## config.mk

```make
export PLATFORM = sky130hd
export DESIGN_NAME = avr_fmul_seq
export DESIGN_NICKNAME = d
export VERILOG_FILES = /design/src/rtl/avr_fmul_seq.sv
export SDC_FILE = /design/constraint.sdc
export NUM_CORES = 1
export LEC_CHECK = 0
export ABC_AREA = 1
export CAP_MARGIN = 10
export CORE_UTILIZATION = 25
export CTS_BUF_LIST = sky130_fd_sc_hd__clkbuf_4
export DETAILED_ROUTE_END_ITERATION = 10
export GPL_TIMING_DRIVEN = 1
export PLACE_DENSITY = 0.44
export SLEW_MARGIN = 30
export SYNTH_ARGS = -nofsm -noshare
export SYNTH_HDL_FRONTEND = slang
export SYNTH_SLANG_ARGS = --single-unit
```

## constraint.sdc

```tcl
create_clock -name i_clk -period 2.7 [get_ports i_clk]
set_clock_uncertainty 0.2 [all_clocks]
set_input_delay 0.405 -clock i_clk [delete_from_list [all_inputs] [get_ports i_clk]]
set_output_delay 0.405 -clock i_clk [all_outputs]
set_load 0.01 [all_outputs]
```

## src/rtl/avr_fmul_seq.sv

```systemverilog
// avr_fmul_seq: multi-cycle AVR multiply unit (MUL / FMUL / FMULS / FMULSU).
// It uses one shift-add datapath that processes one multiplier bit per clock.
// Operands are accepted through a valid/ready handshake. The result {r1,r0}
// and the C and Z flags are returned through a second valid/ready handshake.
// Optional feature macro: AVR_FMUL_SAT_EN. When it is defined, FMULS of
// (most-negative * most-negative) saturates to 0111..1 instead of wrapping.
//
// state  | meaning
// -------+-------------------------------------------------------------
// IDLE   | o_ready=1, waiting for i_valid to capture operands and mode
// MUL    | one shift-add per edge; the terminal-count edge finalises
// DONE   | o_valid=1, result held until i_ready
module avr_fmul_seq #(
  parameter int WIDTH = 8
) (
  input  logic             i_clk,
  input  logic             i_rst_n,
  input  logic             i_valid,
  output logic             o_ready,
  input  logic [1:0]       i_mode,
  input  logic [WIDTH-1:0] i_rd,
  input  logic [WIDTH-1:0] i_rr,
  output logic             o_valid,
  input  logic             i_ready,
  output logic [WIDTH-1:0] o_r1,
  output logic [WIDTH-1:0] o_r0,
  output logic             o_c,
  output logic             o_z
);

  localparam int PW = 2 * WIDTH;
  localparam int CW = $clog2(WIDTH + 1);

  localparam logic [1:0] MODE_MUL    = 2'b00;
  localparam logic [1:0] MODE_FMULS  = 2'b10;
  localparam logic [1:0] MODE_FMULSU = 2'b11;

  localparam logic [WIDTH-1:0] ONE_W = WIDTH'(1);
  localparam logic [PW-1:0]    ONE_P = PW'(1);
  localparam logic [CW-1:0]    ONE_C = CW'(1);
  localparam logic [CW-1:0]    CNT_INIT = CW'(WIDTH);

  typedef enum logic [1:0] {
    S_IDLE = 2'd0,
    S_MUL  = 2'd1,
    S_DONE = 2'd2
  } state_t;

  state_t           state_q, state_d;
  logic [1:0]       mode_q, mode_d;
  logic [PW-1:0]    mcand_q, mcand_d;
  logic [WIDTH-1:0] mplier_q, mplier_d;
  logic             neg_q, neg_d;
  logic [PW-1:0]    acc_q, acc_d;
  logic [CW-1:0]    cnt_q, cnt_d;
  logic             valid_q, valid_d;
  logic [WIDTH-1:0] r1_q, r1_d;
  logic [WIDTH-1:0] r0_q, r0_d;
  logic             c_q, c_d;
  logic             z_q, z_d;
`ifdef AVR_FMUL_SAT_EN
  logic             both_min_q, both_min_d;
`endif

  logic             rd_neg, rr_neg;
  logic [WIDTH-1:0] rd_mag, rr_mag;
  logic [PW-1:0]    prod, res;

  // State and datapath registers; asynchronous reset clears everything
  always_ff @(posedge i_clk or negedge i_rst_n) begin
    if (!i_rst_n) begin
      state_q    <= S_IDLE;
      mode_q     <= MODE_MUL;
      mcand_q    <= '0;
      mplier_q   <= '0;
      neg_q      <= 1'b0;
      acc_q      <= '0;
      cnt_q      <= '0;
      valid_q    <= 1'b0;
      r1_q       <= '0;
      r0_q       <= '0;
      c_q        <= 1'b0;
      z_q        <= 1'b0;
`ifdef AVR_FMUL_SAT_EN
      both_min_q <= 1'b0;
`endif
    end else begin
      state_q    <= state_d;
      mode_q     <= mode_d;
      mcand_q    <= mcand_d;
      mplier_q   <= mplier_d;
      neg_q      <= neg_d;
      acc_q      <= acc_d;
      cnt_q      <= cnt_d;
      valid_q    <= valid_d;
      r1_q       <= r1_d;
      r0_q       <= r0_d;
      c_q        <= c_d;
      z_q        <= z_d;
`ifdef AVR_FMUL_SAT_EN
      both_min_q <= both_min_d;
`endif
    end
  end

  // Next-state logic: accept, iterate until the counter reaches zero, then wait for i_ready
  always_comb begin
    state_d = state_q;
    unique case (state_q)
      S_IDLE:  if (i_valid) state_d = S_MUL;
      S_MUL:   if (cnt_q == '0) state_d = S_DONE;
      S_DONE:  if (i_ready) state_d = S_IDLE;
      default: state_d = S_IDLE;
    endcase
  end

  // Datapath: operand magnitudes at accept, shift-add per bit, sign/shift/flags at terminal count
  always_comb begin
    mode_d   = mode_q;
    mcand_d  = mcand_q;
    mplier_d = mplier_q;
    neg_d    = neg_q;
    acc_d    = acc_q;
    cnt_d    = cnt_q;
    valid_d  = valid_q;
    r1_d     = r1_q;
    r0_d     = r0_q;
    c_d      = c_q;
    z_d      = z_q;
`ifdef AVR_FMUL_SAT_EN
    both_min_d = both_min_q;
`endif

    // Rd is signed in FMULS and FMULSU; Rr is signed only in FMULS
    rd_neg = i_mode[1] & i_rd[WIDTH-1];
    rr_neg = (i_mode == MODE_FMULS) & i_rr[WIDTH-1];
    rd_mag = rd_neg ? (~i_rd + ONE_W) : i_rd;
    rr_mag = rr_neg ? (~i_rr + ONE_W) : i_rr;

    prod = neg_q ? (~acc_q + ONE_P) : acc_q;
    res  = (mode_q == MODE_MUL) ? prod : {prod[PW-2:0], 1'b0};
`ifdef AVR_FMUL_SAT_EN
    if ((mode_q == MODE_FMULS) && both_min_q) res = {1'b0, {(PW-1){1'b1}}};
`endif

    unique case (state_q)
      S_IDLE: begin
        if (i_valid) begin
          mode_d   = i_mode;
          mcand_d  = {{WIDTH{1'b0}}, rd_mag};
          mplier_d = rr_mag;
          neg_d    = rd_neg ^ rr_neg;
          acc_d    = '0;
          cnt_d    = CNT_INIT;
`ifdef AVR_FMUL_SAT_EN
          both_min_d = (i_rd == {1'b1, {(WIDTH-1){1'b0}}}) &&
                       (i_rr == {1'b1, {(WIDTH-1){1'b0}}});
`endif
        end
      end
      S_MUL: begin
        if (cnt_q != '0) begin
          if (mplier_q[0]) acc_d = acc_q + mcand_q;
          mcand_d  = mcand_q << 1;
          mplier_d = mplier_q >> 1;
          cnt_d    = cnt_q - ONE_C;
        end else begin
          // C comes from the raw product, before any fractional shift or saturation
          c_d     = prod[PW-1];
          r1_d    = res[PW-1:WIDTH];
          r0_d    = res[WIDTH-1:0];
          z_d     = (res == '0);
          valid_d = 1'b1;
        end
      end
      S_DONE: begin
        if (i_ready) valid_d = 1'b0;
      end
      default: ;
    endcase
  end

  // Output decode: o_ready comes from the state; the result and flags come from holding registers
  always_comb begin
    o_ready = (state_q == S_IDLE);
    o_valid = valid_q;
    o_r1    = r1_q;
    o_r0    = r0_q;
    o_c     = c_q;
    o_z     = z_q;
  end

  // FMULSU is decoded through i_mode[1] above; the name documents the encoding
  logic unused_mode_ok;
  assign unused_mode_ok = (MODE_FMULSU == 2'b11);

endmodule

```

==> results of run 1 <==
## cell families (layout without fill, tap and decap cells)
group	count (synthesis)	count (layout)	synth area share, %
flip-flops	68	68	37.4
buffers and inverters	87	139	8.30
XOR/XNOR	7	7	1.35
AND/OR/NAND/NOR	291	291	29.5
adder cells (fa/ha/maj)	21	21	5.93
AO/OA/AOI/OAI	138	138	17.6
## repair_timing
action / in CTS / in global routing
buffers inserted: 0 / 0
hold buffers: 1 / 0
endpoints found under the hold margin: 68 / 0
## metal layers
layer | part of all wire (%) | wire [um] | GRT usage [%] | up-vias
li1 | - | - | - | 2140
met1 | 50 | 5960 | 18.1 | 1862
met2 | 45 | 5440 | 23.3 | 73
met3 | 3.2 | 382 | 2.85 | 10
met4 | 1.5 | 175 | 4.40 | 0
met5 | 0 | 0 | 0 | -
## synthesized netlist by cell type, types with 6 or more instances
master | instances | area share, %
nand2_1 | 151 | 12
dfrtp_1 | 68 | 37
inv_1 | 63 | 5.2
nand3_1 | 61 | 6.7
o21ai_0 | 59 | 6.5
nor2_1 | 43 | 3.5
a21oi_1 | 31 | 3.4
ha_1 | 20 | 5.5
o21ai_1 | 11 | 1.2
buf_2 | 8 | 0.88
a31oi_1 | 7 | 0.96
o22ai_1 | 7 | 0.96
inv_2 | 6 | 0.49
nand4_1 | 6 | 0.82
nor3_1 | 6 | 0.66
## registers in the layout, indices dropped and copies added, names as in the netlist
name / count
neg_q: 1
o_r0: 8
o_c: 1
o_z: 1
o_r1: 8
cnt_q: 4
acc_q: 16
mcand_q: 16
state_q: 2
mode_q: 2
mplier_q: 8
o_valid: 1
## worst max-delay path, cell delays in order, from the launching register on
cell and delay (ps):
dfrtp_1 410, ha_1 180, inv_1 50, fa_1 350, inv_1 90, nand2_1 50, nand2_1 50, o21ai_0 140
o21ai_2 210, nand2_1 90, o21bai_1 170, nand2_1 70, nand2_1 70, o22ai_2 50
## final timing paths
path / startpoint / to / slack, ps / cells after the start
max in group asynchronous: i_rst_n / mcand_q[3]$_DFFE_PN0P_ / 1690 / 3
min: o_valid$_DFFE_PN0P_ / o_valid$_DFFE_PN0P_ / 290 / 2
max: acc_q[0]$_DFFE_PN0P_ / acc_q[10]$_DFFE_PN0P_ / 410 / 13
min in group asynchronous: i_rst_n / o_c$_DFFE_PN0P_ / 310 / 3
min reg2reg: o_valid$_DFFE_PN0P_ / o_valid$_DFFE_PN0P_ / 290 / 2
max reg2reg: acc_q[0]$_DFFE_PN0P_ / acc_q[10]$_DFFE_PN0P_ / 410 / 13
## metrics by stage
stage | setup slack (ps) | power, mW | hold slack (ps) | std cells | instance area (um2)
detailed placement | 410 | 6.08 | 263 | 872 | 5230
floorplan | 595 | 4.90 | -90.6 | 612 | 4550
global placement | 428 | 6.05 | 259 | 872 | 5230
CTS | 389 | 6.81 | 291 | 889 | 5370
finish | 406 | 6.70 | 287 | 889 | 5370
global route | 108 | 7.50 | 318 | 889 | 5370
## power by group
group / total (mW) / internal [mW] / switching [mW]
Combinational: 4.15 / 1.55 / 2.60
Sequential: 1.87 / 1.48 / 0.395
Clock: 0.685 / 0.298 / 0.387
Total: 6.70 / 3.32 / 3.38
## area by class of cell
type	count	share of cell area (%)
inverter	73	5.38
tap	225	5.24
clock buffer	11	1.54
sequential	68	31.7
timing repair buffer	50	9.09
clock inverter	5	0.979
multi-input combinational	457	46.1
## cells in the final DEF, fill, tap and decap left out, types with 6 or more instances in the layout
cell type          n
nor3_1             6
a21oi_1           31
dfrtp_1           68
o22ai_1            7
o21ai_1           11
ha_1              20
buf_4              7
clkdlybuf4s50_1   40
nand2_1          151
clkbuf_4          11
nand3_1           61
a31oi_1            7
inv_1             63
nand4_1            6
o21ai_0           59
nor2_1            43
inv_2              6
==> impl_metrics.json, run 1 <==
{
  "status": "complete, no violations",
  "gp_congestion": 0.813,
  "synth-edff-count": 0,
  "drc_errors": 0,
  "timing.final.crit_period_ps": 2290,
  "vias_per_cell": 4.60,
  "ys_seq_elements": 68,
  "multi_input_area_um2": 2470,
  "crit_fanout": 3,
  "rsz0062_at_grt": "false",
  "timing.fmax_mhz": 436,
  "cp-end-kind": "register",
  "p_per_area_nw_per_um2": 1250,
  "htree_levels": 3,
  "die_y_um": 137,
  "syn-cell-area_um2": 4550,
  "io_buffers": 41,
  "nets": 702,
  "cts_buffer_depth": 2,
  "fin_setup_tns_ps": 0,
  "grt.total_usage_pct": 14.0,
  "die_area_um2": 18800,
  "min_path_type": "reg -> reg",
  "antenna_found_initial": 0,
  "cts_resized": 0,
  "drive_above_1_share_pct": 9.64,
  "row_count": 48,
  "cp_data_arrival_time_ps": 2430,
  "die_w_um": 137,
  "grt_overflow": 0,
  "antenna_cells": 0,
  "hpwlAfterDp_mm": 9.29,
  "synth_warnings": 0,
  "fill_cells": 1926,
  "grt_pass1_wl_mm": 20.2,
  "hold_violations": 0,
  "cts-buffers-inserted": 9,
  "slew_headroom_pct": 57.4,
  "utilization_pct": 30.6,
  "dr.pass1.iters": 5,
  "start_util_pct": 26.0,
  "critical_path_class": "reg -> reg",
  "clk_pin_slew_ps": 120,
  "power_leakage_nw": 2.51,
  "areaGrowthSynthToFinish_pct": 17.9,
  "period_share_pct": 85.0,
  "cts.sinks": 68,
  "cts_root_buf": "clkbuf_4",
  "synth-main-ff-cell": "dfrtp_1",
  "routed_wl_mm": 12.0,
  "ys_types": 46,
  "synthesis.instances": 612,
  "seqCellArea_um2": 1700,
  "drtIter0Drc": 203,
  "slew_violations": 0,
  "ant_nets": 0,
  "worst_pin_slew_ps": 638,
  "post_drt_wl_per_cell_um": 13.5,
  "grt_max_degree": 69,
  "syn_area_per_cell_um2": 7.44,
  "cap_violations": 0,
  "cts_tree": "done",
  "clk_latency_ps": 440,
  "setup_viol": 0,
  "syn_nets": 655,
  "crit_path_start_kind": "register",
  "coreArea_um2": 17500,
  "postSynth.asyncResetShare_pct": 100,
  "io_pins": 42,
  "peakVddDrop_v": 0.000437,
  "cp.required_ps": 2840,
  "grt_pass1_vias": 4058,
  "seq_area_frac_synth_pct": 37.4,
  "num_vias": 4085
}
Note: power is estimated with default switching activity, not from simulation.
==> run 2, diff against run 1 <==
clock period = 2.3 ns   (was 2.7 ns; I/O delays follow)
==> run 2 against run 1 <==
  * Design area increased by 1.7%
  * First-iteration DRC count decreased by 16%
  * Count of clock-buffer cells in the layout unchanged
  * Global-route usage decreased by 0.29 points
  * Sequential power increased by 18%
  * Total power increased by 18%
  * Setup slack got worse by 280 ps
  * Utilization increased by 0.52 points
  * Critical path type unchanged
  * Highest routed layer unchanged
==> impl_metrics.json, run 2 (synthesized netlist as in run 1, its figures left out) <==
{
  "status": "complete, no violations",
  "rrSetupSlack_ps": 120,
  "final_common_cell": "nand2_1",
  "crit_start": "acc_q[0]$_DFFE_PN0P_",
  "cap_violations": 0,
  "grt_overflow": 0,
  "timing.fmax_mhz": 459,
  "grt_pass1_vias": 4055,
  "io_pins": 42,
  "dpl_worst_slack_ps": 41.5,
  "rsz0062_at_grt": "true",
  "grt_max_degree": 51,
  "crit_top_cell": "nand2_1",
  "final_cell_mix": "nand2_1, dfrtp_1, nand3_1",
  "min_path_type": "in -> async",
  "vias_per_cell": 4.63,
  "antenna_cells": 0,
  "gp_congestion": 0.828,
  "htree_levels": 3,
  "areaGrowthSynthToFinish_pct": 19.9,
  "coreArea_um2": 17500,
  "start_util_pct": 26.0,
  "nets": 708,
  "slowest_stage": "dfrtp_1",
  "drc_errors": 0,
  "slew_headroom_pct": 56.0,
  "p_per_area_nw_per_um2": 1450,
  "timing.rr.end": "acc_q[10]$_DFFE_PN0P_",
  "crit_fanout": 3,
  "cts-buffers-inserted": 9,
  "clk_pin_slew_ps": 110,
  "rr_worst_depth": 13,
  "cts.sinks": 68,
  "top_regs": "acc_q (16), mcand_q (16)",
  "grt.total_usage_pct": 13.7,
  "timing.final.crit_period_ps": 2180,
  "power_leakage_nw": 2.52,
  "critical_path_class": "reg -> reg",
  "die_y_um": 137,
  "dr.pass1.iters": 4,
  "worst_r2r_startpoint": "acc_q[0]$_DFFE_PN0P_",
  "drive_above_1_share_pct": 12.6,
  "die_w_um": 137,
  "grt_pass1_wl_mm": 20.1,
  "cp_data_arrival_time_ps": 2300,
  "cp.required_ps": 2420,
  "fin_setup_tns_ps": 0,
  "drtIter0Drc": 171,
  "fin_ws_ps": 123,
  "cts_buffer_depth": 2,
  "slowest_delay_ps": 380,
  "row_count": 48,
  "hpwlAfterDp_mm": 9.24,
  "routed_wl_mm": 11.8,
  "cts_tree": "done",
  "setup_viol": 0,
  "period_share_pct": 94.7,
  "ant_nets": 0,
  "hold_violations": 0,
  "peakVddDrop_v": 0.000547,
  "slew_violations": 0,
  "worst_pin_slew_ps": 660,
  "crit_path_start_kind": "register",
  "die_area_um2": 18800,
  "critPathCapture": "acc_q[10]$_DFFE_PN0P_",
  "path_cells": "ha_2, inv_2, fa_2, inv_2, nand2_2, nand2_2, o21ai_2, o21ai_2, nand2_1, o21bai_1, nand2_1, nand2_1, o22ai_2",
  "antenna_found_initial": 0,
  "clk_latency_ps": 440,
  "num_vias": 4137,
  "io_buffers": 41,
  "post_drt_wl_per_cell_um": 13.3,
  "cp-end-kind": "register",
  "cts_root_buf": "clkbuf_4"
}
==> run 2: changes by cell type in the layout (fill, tap and decap cells not counted), moves of 3 or more <==
cell     delta
ha_4        +3
ha_1        -4
buf_4       +5
o21ai_0     -3
inv_1       -4
nand2_2     +6
nand2_1     -5
inv_2       +3
==> run 2: layout make-up <==
cell class | instances | area (um2)
Sequential cell | 68 | 1700
Inverter | 73 | 294
Tap cell | 225 | 282
Fill cell | 1911 | 12100
Multi-Input combinational cell | 458 | 2560
Clock inverter | 4 | 17.5
Clock buffer | 11 | 82.6
Timing Repair Buffer | 55 | 526
==> run 2: worst min path at each step <==
stage	start	to	slack, ps	depth (start not counted)
3_5_place_dp	i_rst_n	o_r0[0]$_DFFE_PN0P_	120	1
6_report	i_rst_n	o_r1[0]$_DFFE_PN0P_	190	2
5_1_grt	i_rst_n	o_r0[0]$_DFFE_PN0P_	200	2
3_3_place_gp	i_rst_n	o_r0[1]$_DFFE_PN0P_	120	1
4_1_cts	i_rst_n	o_r1[0]$_DFFE_PN0P_	170	2
2_1_floorplan	i_rst_n	acc_q[0]$_DFFE_PN0P_	-150	0
==> run 2: worst max-delay path: cells and delay by family (launching register included) <==
kind                     cells  cell delay [ps]
buffers and inverters        2              120
AND/OR/NAND/NOR              5              340
flip-flops                   1              380
AO/OA/AOI/OAI                4              500
adder cells (fa/ha/maj)      2              530
==> run 2: repair_timing <==
item                       CTS  global route
buffers inserted             0             2
setup endpoints to repair    0             8
gates resized for setup      0            26
hold buffers                 1             0
hold endpoints to repair    18             0
==> run 2: power breakdown <==
| group | internal [mW] | switching, mW | leakage (nW) | total, mW |
|---|---|---|---|---|
| clock network | 0.230 | 0.420 | 0.0616 | 0.651 |
| logic | 1.94 | 3.13 | 1.61 | 5.07 |
| registers | 1.73 | 0.464 | 0.852 | 2.20 |
==> run 2: layer usage <==
layer  part of all wire (%)  GRT usage [%]  wire length, um
met3                    4.8           3.52              569
met1                     49           18.2             5770
met5                      0              0                0
met2                     46           22.5             5420
met4                   0.77           2.56               91
==> run 2: stage by stage <==
| step | utilization, % | hold WS [ps] | std cells | power, mW | area, um2 |
|---|---|---|---|---|---|
| detailed placement | 29.9 | 122 | 875 | 7.15 | 5250 |
| floorplan | - | -151 | 612 | 5.75 | 4550 |
| global placement | 29.9 | 121 | 875 | 7.09 | 5250 |
| global route | 31.1 | 198 | 894 | 8.86 | 5460 |
| finish | 31.1 | 185 | 894 | 7.92 | 5460 |
| CTS | 30.6 | 171 | 891 | 7.83 | 5360 |
==> run 3, diff against run 2 <==
PLACE_DENSITY = 0.46   (was 0.44)
clock period = 1.8 ns   (was 2.3 ns; I/O delays follow)
==> run 3 against run 2 <==
  * The flow now finishes with violations (negative setup slack)
  * Combinational power rose by 97%
  * Worst hold slack got worse by 36 ps
  * Die area unchanged
==> impl_metrics.json, run 3 (synthesized netlist as in run 1, its figures left out) <==
{
  "num_vias": 4620,
  "antenna_cells": 0,
  "setup_viol": 27,
  "intPower_mw": 7.90,
  "grt_pass1_vias": 4656,
  "die_y_um": 137,
  "utilization_pct": 39.9,
  "crit_start": "acc_q[0]$_DFFE_PN0P_",
  "grt_max_degree": 69,
  "p_clk_share_pct": 10.3,
  "coreArea_um2": 17500,
  "fin_ws_ps": -316,
  "switching_share_pct": 44.9,
  "timing.fmax_mhz": 472,
  "worst_pin_slew_ps": 374,
  "cts_tree": "done",
  "hold_violations": 0,
  "crit_path_start_kind": "register",
  "grt_overflow": 0,
  "post_drt_wl_per_cell_um": 13.2,
  "rsz0062_at_grt": "true",
  "clk_latency_ps": 470,
  "gp_congestion": 0.785,
  "drtIter0Drc": 183,
  "slew_headroom_pct": 75.1,
  "min_path_type": "in -> async",
  "row_count": 48,
  "nets": 828,
  "failed_checks": "negative setup slack",
  "wl_met2_mm": 6.44,
  "areaGrowthSynthToFinish_pct": 53.6,
  "peakVddDrop_v": 0.000670,
  "drc_errors": 0,
  "rrSetupSlack_ps": -320,
  "htree_levels": 3,
  "cts_buffer_depth": 2,
  "clk_pin_slew_ps": 130,
  "io_buffers": 41,
  "status": "finished with violations",
  "dr.pass1.iters": 4,
  "numPlacedInstances": 983,
  "cap_violations": 0,
  "power_leakage_nw": 3.30,
  "cts.sinks": 68,
  "worst_r2r_startpoint": "acc_q[0]$_DFFE_PN0P_",
  "start_util_pct": 26.0,
  "timing.final.crit_period_ps": 2120,
  "met3_length_um": 351,
  "top_regs": "acc_q (16), mcand_q (16)",
  "die_area_um2": 18800,
  "cts_root_buf": "clkbuf_4",
  "routed_wl_mm": 13.4,
  "dr.max_layer_used": "met4",
  "cp-end-kind": "register",
  "hpwlAfterDp_mm": 10.1,
  "p_per_area_nw_per_um2": 2050,
  "fin_setup_tns_ps": -3360,
  "grt.total_usage_pct": 15.2,
  "period_share_pct": 118,
  "crit_fanout": 3,
  "p_comb_share_pct": 70.0,
  "final_common_cell": "nand2_1",
  "pwr-share-seq_pct": 19.6,
  "p_sw_mw": 6.43,
  "final_cell_mix": "nand2_1, buf_4, dfrtp_1",
  "die_w_um": 137,
  "fill_cells": 1815,
  "critical_path_class": "reg -> reg",
  "cts-buffers-inserted": 9,
  "cp.required_ps": 1970,
  "ant_nets": 0,
  "drive_above_1_share_pct": 34.7,
  "wl_met1_mm": 6.36,
  "slew_violations": 0,
  "grt_pass1_wl_mm": 22.2,
  "p_total_mw": 14.3,
  "cp_data_arrival_time_ps": 2280,
  "antenna_found_initial": 0,
  "vias_per_cell": 4.55,
  "io_pins": 42,
  "layout.cells.non_filler": 1015
}
run 3: cell types whose count changed in the layout (fill, tap and decap cells not counted), sizes merged:
cell           change
buf              +119
clkdlybuf4s50     -20
dlygate4sd2       +19
bufinv             +4
clkinv             -3
clkbuf             +1
clkinvlp           +1
inv                -1
nor2               +1
run 3: routing by layer:
metal,GRT usage (%),vias up
li1,-,2416
met5,0,-
met1,19.1,2125
met3,2.19,15
met2,26.2,64
met4,5.80,0
run 3: final cells by class:
class	instances	area, um2	area share, %
repair buffers	174	1530	21.9
multi-input cells	459	2960	42.3
clock buffers	11	82.6	1.18
clock inverters	5	124	1.77
flip-flops and latches	68	1710	24.4
inverters	73	313	4.47
well taps	225	282	4.03
run 3: path summary, 6_finish.rpt:
path / endpoint / cells after the start
max reg2reg: acc_q[10]$_DFFE_PN0P_ / 13
min reg2reg: mplier_q[2]$_DFFE_PN0P_ / 2
min: o_r0[7]$_DFFE_PN0P_ / 3
max in group asynchronous: acc_q[4]$_DFFE_PN0P_ / 3
max: acc_q[10]$_DFFE_PN0P_ / 13
min in group i_clk: state_q[1]$_DFFE_PN0P_ / 2
run 3: critical path, stage by stage (launching register included):
cell,delay [ps]
dfrtp_1,400
ha_2,210
inv_2,40
fa_2,320
inv_2,60
nand2_1,40
nand2_1,70
o21ai_2,70
o21ai_2,160
nand2_1,90
o21bai_1,160
nand2_1,70
nand2_1,70
o22ai_2,50
run 3: stage by stage:
step	instance area, um2	setup slack, ps	hold slack, ps
finish	6990	-316	149
global route	6990	-491	184
CTS	6620	-316	137
detailed placement	6260	-343	124
global placement	6260	-286	123
floorplan	4670	-249	-226
run 3: power by group through the flow:
stage | logic, mW | registers (mW) | clock network (mW)
2_1_floorplan | 4.77 | 2.80 | 0
3_3_place_gp | 8.50 | 2.80 | 0
3_5_place_dp | 8.60 | 2.82 | 0
4_1_cts | 8.92 | 2.80 | 1.51
5_1_grt | 11.1 | 2.92 | 1.57
6_report | 10.0 | 2.82 | 1.48
run 3: timing repair:
item / CTS / global route
gates resized for setup: 64 / 86
cloned: 1 / 4
endpoints found under the hold margin: 68 / 0
buffers inserted: 4 / 7
hold buffers: 1 / 0
pin swaps: 21 / 14
setup endpoints to repair: 66 / 49
